--- config.mk ---
export PLATFORM = sky130hd
export DESIGN_NAME = step_sequencer
export DESIGN_NICKNAME = d
export VERILOG_FILES = /design/src/rtl/step_sequencer.sv
export SDC_FILE = /design/constraint.sdc
export NUM_CORES = 1
export LEC_CHECK = 0
export CORE_ASPECT_RATIO = 1.1
export CORE_MARGIN = 2
export CORE_UTILIZATION = 55
export CTS_BUF_LIST = sky130_fd_sc_hd__clkbuf_4 sky130_fd_sc_hd__clkbuf_8
export CTS_CLUSTER_DIAMETER = 150
export CTS_CLUSTER_SIZE = 14
export DETAILED_ROUTE_END_ITERATION = 7
export GPL_TIMING_DRIVEN = 0
export PLACE_DENSITY_LB_ADDON = 0.15
export SLEW_MARGIN = 5
export SYNTH_ARGS = -nofsm -noshare
export SYNTH_HDL_FRONTEND = slang
export SYNTH_SLANG_ARGS = --single-unit
--- constraint.sdc ---
create_clock -name Clock -period 6 [get_ports Clock]
set_input_delay 0.6 -clock Clock [delete_from_list [all_inputs] [get_ports Clock]]
set_output_delay 0.6 -clock Clock [all_outputs]
set_load 0.005 [all_outputs]
--- src/rtl/step_sequencer.sv ---
// Instruction step sequencer: generates fetch/execute/interrupt-entry step numbers,
// arbitrates interrupts and halt at instruction boundaries, and counts retired instructions.
module step_sequencer #(
   parameter int unsigned IRQ_NUM = 4,
   parameter int unsigned STEP_W  = 4,
   parameter int unsigned CNT_W   = 32
) (
   input  logic               Clock,
   input  logic               Reset,
   input  logic               Stop,
   input  logic               Resume,
   input  logic [4:0]         Opcode,
   input  logic [IRQ_NUM-1:0] Irq,
   input  logic [IRQ_NUM-1:0] IrqMask,
   input  logic               IntEn,
   output logic [STEP_W-1:0]  Step,
   output logic               Run,
   output logic               ClearSig,
   output logic               IntCycle,
   output logic [IRQ_NUM-1:0] IntAck,
   output logic [3:0]         IntId,
   output logic [CNT_W-1:0]   Retired
);

   typedef enum logic [2:0] {S_CLEAR, S_FETCH, S_EXEC, S_INT, S_HALT} state_t;

   localparam logic [4:0] OP_HALT = 5'b11011;

   state_t             state;
   logic               stop_latch;
   logic [STEP_W-1:0]  last_step;
   logic [IRQ_NUM-1:0] pending;
   logic [IRQ_NUM-1:0] irq_sel;
   logic [3:0]         irq_idx;
   logic               irq_hit;
   logic               at_boundary;
   logic               halt_req;

   always_comb begin
      last_step = STEP_W'(3);
      case (Opcode) inside
         5'd0, 5'd2:                       last_step = STEP_W'(7);
         5'd15, 5'd16, 5'd19:              last_step = STEP_W'(6);
         5'd1, [5'd3:5'd14], 5'd17, 5'd18,
         5'd20:                            last_step = STEP_W'(5);
         default:                          last_step = STEP_W'(3);
      endcase
   end

   // Lowest set bit of the pending vector picks the serviced line.
   always_comb begin
      pending = Irq & IrqMask;
      irq_hit = IntEn && (|pending);
      irq_sel = pending & (~pending + IRQ_NUM'(1));
      irq_idx = '0;
      for (int unsigned i = 0; i < IRQ_NUM; i++) begin
         if (irq_sel[i]) irq_idx = 4'(i);
      end
   end

   always_comb begin
      at_boundary = ((state == S_EXEC) && (Step == last_step)) ||
                    ((state == S_INT)  && (Step == STEP_W'(2)));
      halt_req    = stop_latch || Stop || ((state == S_EXEC) && (Opcode == OP_HALT));
   end

   always_ff @(posedge Clock or negedge Reset) begin
      if (!Reset) begin
         state      <= S_CLEAR;
         Step       <= '0;
         Run        <= 1'b0;
         ClearSig   <= 1'b1;
         IntCycle   <= 1'b0;
         IntAck     <= '0;
         IntId      <= '0;
         Retired    <= '0;
         stop_latch <= 1'b0;
      end else begin
         IntAck     <= '0;
         stop_latch <= stop_latch | Stop;
         case (state)
            S_CLEAR: begin
               state    <= S_FETCH;
               Step     <= '0;
               Run      <= 1'b1;
               ClearSig <= 1'b0;
            end
            S_FETCH: begin
               Step <= Step + STEP_W'(1);
               if (Step == STEP_W'(2)) state <= S_EXEC;
            end
            S_EXEC, S_INT: begin
               if ((state == S_EXEC) && at_boundary) Retired <= Retired + CNT_W'(1);
               if (!at_boundary) begin
                  Step <= Step + STEP_W'(1);
               end else if (irq_hit) begin
                  // A pending halt (stop or halt opcode) is carried across the INT sequence.
                  state      <= S_INT;
                  Step       <= '0;
                  IntCycle   <= 1'b1;
                  IntAck     <= irq_sel;
                  IntId      <= irq_idx;
                  stop_latch <= halt_req;
               end else if (halt_req) begin
                  state      <= S_HALT;
                  Step       <= '0;
                  Run        <= 1'b0;
                  IntCycle   <= 1'b0;
                  stop_latch <= 1'b0;
               end else begin
                  state    <= S_FETCH;
                  Step     <= '0;
                  IntCycle <= 1'b0;
               end
            end
            S_HALT: begin
               // Stop seen while already halted is absorbed by the halt itself.
               stop_latch <= 1'b0;
               if (Resume && !Stop) begin
                  state <= S_FETCH;
                  Step  <= '0;
                  Run   <= 1'b1;
               end
            end
            default: state <= S_CLEAR;
         endcase
      end
   end

endmodule

==> impl_metrics.json <==
{
  "synth_top_cell_area_share": 0.4607,
  "synth_area_um2": 2608,
  "dp_hpwl_um": 4240,
  "first_global_vias": 2257,
  "rr_startpoint": "Step[0]$_DFFE_PN0P_",
  "rsz0062_at_grt": "false",
  "firstDrtPassIters": 4,
  "wl_per_cell_um": 14.59,
  "yosys-top-cells-area": "dfrtp_1, xor2_1, nand2_1",
  "grt_max_degree": 27,
  "post_cts_buffers": 0,
  "dr_wl_met2_um": 2975,
  "synth_area_leader_cell": "dfrtp_1",
  "path_buf_inv": 1,
  "end_kind": "register",
  "grt_pass1_wl_um": 9991,
  "final_max_slew_viol_count": 0,
  "outcome": "completed",
  "routed_wl_um": 5721,
  "top_level_ports": 65,
  "ys_ff_latch": 49,
  "die_y_um": 76.22,
  "grt_antenna_before_repair": 0,
  "drc_errors": 0,
  "synth-edff-count": 0,
  "cts.sinks": 49,
  "cts.htree.levels": 2,
  "clk_path_buf_depth": 2,
  "cts_hold_buf": 0,
  "synth.avg_cell_area_um2": 9.803,
  "yosysSeqAreaShare": 0.4707,
  "async_flop_share": 1.000,
  "ff2ff_path_depth": 6,
  "cp.required_ns": 6.19,
  "post-route-min-period_ns": 2.874,
  "utilization": 0.7354,
  "cts_tree": "yes",
  "yosys_warnings": 0,
  "vias_per_cell": 5.793,
  "clk_latency_ns": 0.30,
  "io_buffers": 61,
  "antenna_left": 0,
  "start_util": 0.5645,
  "placedCellCount": 385,
  "cts_buffers": 5,
  "ys.flop_type": "dfrtp_1",
  "hold_path.class": "input pin to asynchronous set/reset pin",
  "die_w_um": 69.65,
  "period_share": 0.4790,
  "dr.max_layer_used": "met4",
  "grt.overflow.total": 0,
  "cp.arrival_ns": 3.06,
  "synth_cell_types": 60,
  "critical-path-slowest-cell": "clkdlybuf4s50_1",
  "timing.setup.critical_path_class": "input pin to register",
  "syn_to_final_growth_pct": 30.28,
  "p_leak_nw": 1.563,
  "wl_met3_um": 358,
  "met1_length_um": 2325,
  "syn-instance-count": 266,
  "fin_nets": 357,
  "vdd_drop_max_mv": 0.1703,
  "critPathMaxFanout": 9,
  "critPathMaxStageDelay_ns": 0.53,
  "core_area_um2": 4619,
  "maxSlewHeadroom": 0.5804,
  "place_ws_ns": 2.796,
  "hold_viol": 0,
  "worstMarginPinSlew_ns": 0.6237,
  "instances_no_fill": 392,
  "critPathLaunchType": "input pin",
  "worst_slack_ns": 3.126,
  "r2r_setup_slack_ns": 3.55,
  "holdWs_ns": 0.2741,
  "skew_ns": 0.008183,
  "die_area_um2": 5308,
  "antennaDiodeCount": 0,
  "drtIter0Drc": 106,
  "ctsRootBufferMaster": "clkbuf_8",
  "drive_gt1_frac": 0.07143,
  "maxCapViolations": 0,
  "worstReg2RegEnd": "IntId[0]$_DFFE_PN0P_",
  "pwr_density_cell_nw_per_um2": 269.8,
  "grt.total_usage": 0.2268,
  "worstPathCellList": "clkdlybuf4s50_1 > maj3_2 > a221oi_2 > xor2_2 > o211a_1 > o21ai_1 > o32a_1",
  "vias": 2271,
  "std_cell_rows": 26,
  "cts_resized": 0,
  "finalWeightedCongestion": 0.9089,
  "setup_viol": 0,
  "cp_top_family": "compound AO/OA/AOI/OAI gates",
  "clock.fmax_ghz": 0.3480,
  "final.setup.tns_ns": 0,
  "clk_pin_slew_worst_paths_ns": 0.09
}
## metal layers
metal / GRT usage / vias up
li1: - / 1089
met1: 0.2674 / 1097
met2: 0.4115 / 77
met3: 0.05026 / 8
met4: 0.06731 / 0
met5: 0 / -
## synth_stat cells, types with 2 or more instances
master,number
nand3_1,12
xor2_1,25
nand2b_1,3
ha_1,3
and3_1,11
inv_1,6
and4_1,3
buf_4,2
xnor2_1,6
dfrtp_1,48
o21ai_0,7
buf_6,2
and2_1,4
a21oi_1,10
a31oi_1,2
nand4_1,6
nor2b_1,3
o31a_1,3
nand2_1,29
o2111ai_1,2
clkbuf_1,3
nor2_1,27
o21a_1,2
nor3_1,11
## stage by stage
step / total power, mW / area [µm²]
floorplan: 0.5915 / 2611
global placement: 0.7117 / 3292
detailed placement: 0.7202 / 3307
CTS: 0.9194 / 3397
global route: 0.9752 / 3397
finish: 0.9166 / 3397
## logic make-up (layout without fill, tap and decap cells)
group / Yosys count / after routing / synth area share
other: 1 / 2 / 0.001438
AND/OR/NAND/NOR: 116 / 116 / 0.2260
XOR/XNOR: 32 / 32 / 0.1104
multiplexers: 2 / 2 / 0.008157
flip-flops: 49 / 49 / 0.4707
buffers and inverters: 15 / 84 / 0.03070
AO/OA/AOI/OAI: 47 / 47 / 0.1339
adder cells (fa/ha/maj): 4 / 4 / 0.01872
## sequential cells by signal, indices dropped and copies added, names as in the netlist
name        cells
ClearSig        1
IntAck          4
IntCycle        1
IntId           2
Retired        32
Run             1
Step            4
state           3
stop_latch      1
## area by class of cell
type / count / area (µm²)
buffer: 9 / 57.56
clock buffer: 6 / 82.58
clock inverter: 1 / 7.507
fill: 359 / 1222
inverter: 6 / 22.52
multi-input combinational: 203 / 1304
sequential: 49 / 1227
tap: 56 / 70.07
timing repair buffer: 62 / 625.6
## worst register-to-register path, stage by stage, from the launching register on
cell      delay, ns
dfrtp_1        0.47
nor4bb_1       0.17
a2111o_1       0.45
a21oi_1        0.32
o211a_1        0.39
o21ai_1        0.19
o32a_1         0.35
## worst max-delay path by stage
stage | cells after the start | end | startpoint | slack [ns]
floorplan | 8 | IntId[1]$_DFFE_PN0P_ | Opcode[1] | 3.53
global placement | 7 | IntId[0]$_DFFE_PN0P_ | Opcode[2] | 2.87
detailed placement | 7 | IntId[0]$_DFFE_PN0P_ | Opcode[2] | 2.80
CTS | 7 | IntId[0]$_DFFE_PN0P_ | Opcode[2] | 3.14
global route | 7 | IntId[0]$_DFFE_PN0P_ | Opcode[4] | 3.01
finish | 7 | IntId[0]$_DFFE_PN0P_ | Opcode[2] | 3.13
## report_power, final
group | switching (mW) | internal [mW]
logic | 0.161 | 0.145
registers | 0.0381 | 0.372
clock network | 0.109 | 0.0914
total | 0.308 | 0.608
## cell usage in the layout, fill, tap and decap left out, drive strengths merged, types with 2 or more instances in the layout
master / n
a31oi: 2
a21boi: 2
inv: 6
and4: 3
o211ai: 2
nor4: 2
nand2: 29
xnor2: 6
clkdlybuf4s50: 60
nor2: 27
nand4: 6
xor2: 26
dfrtp: 48
o31a: 3
ha: 3
and3: 11
o21ai: 8
a21oi: 10
clkbuf: 9
nor3: 11
buf: 8
o21a: 2
and2: 4
nand2b: 3
conb: 2
nor2b: 3
o2111ai: 3
nand3: 12
Note: power is estimated with default switching activity, not from simulation.
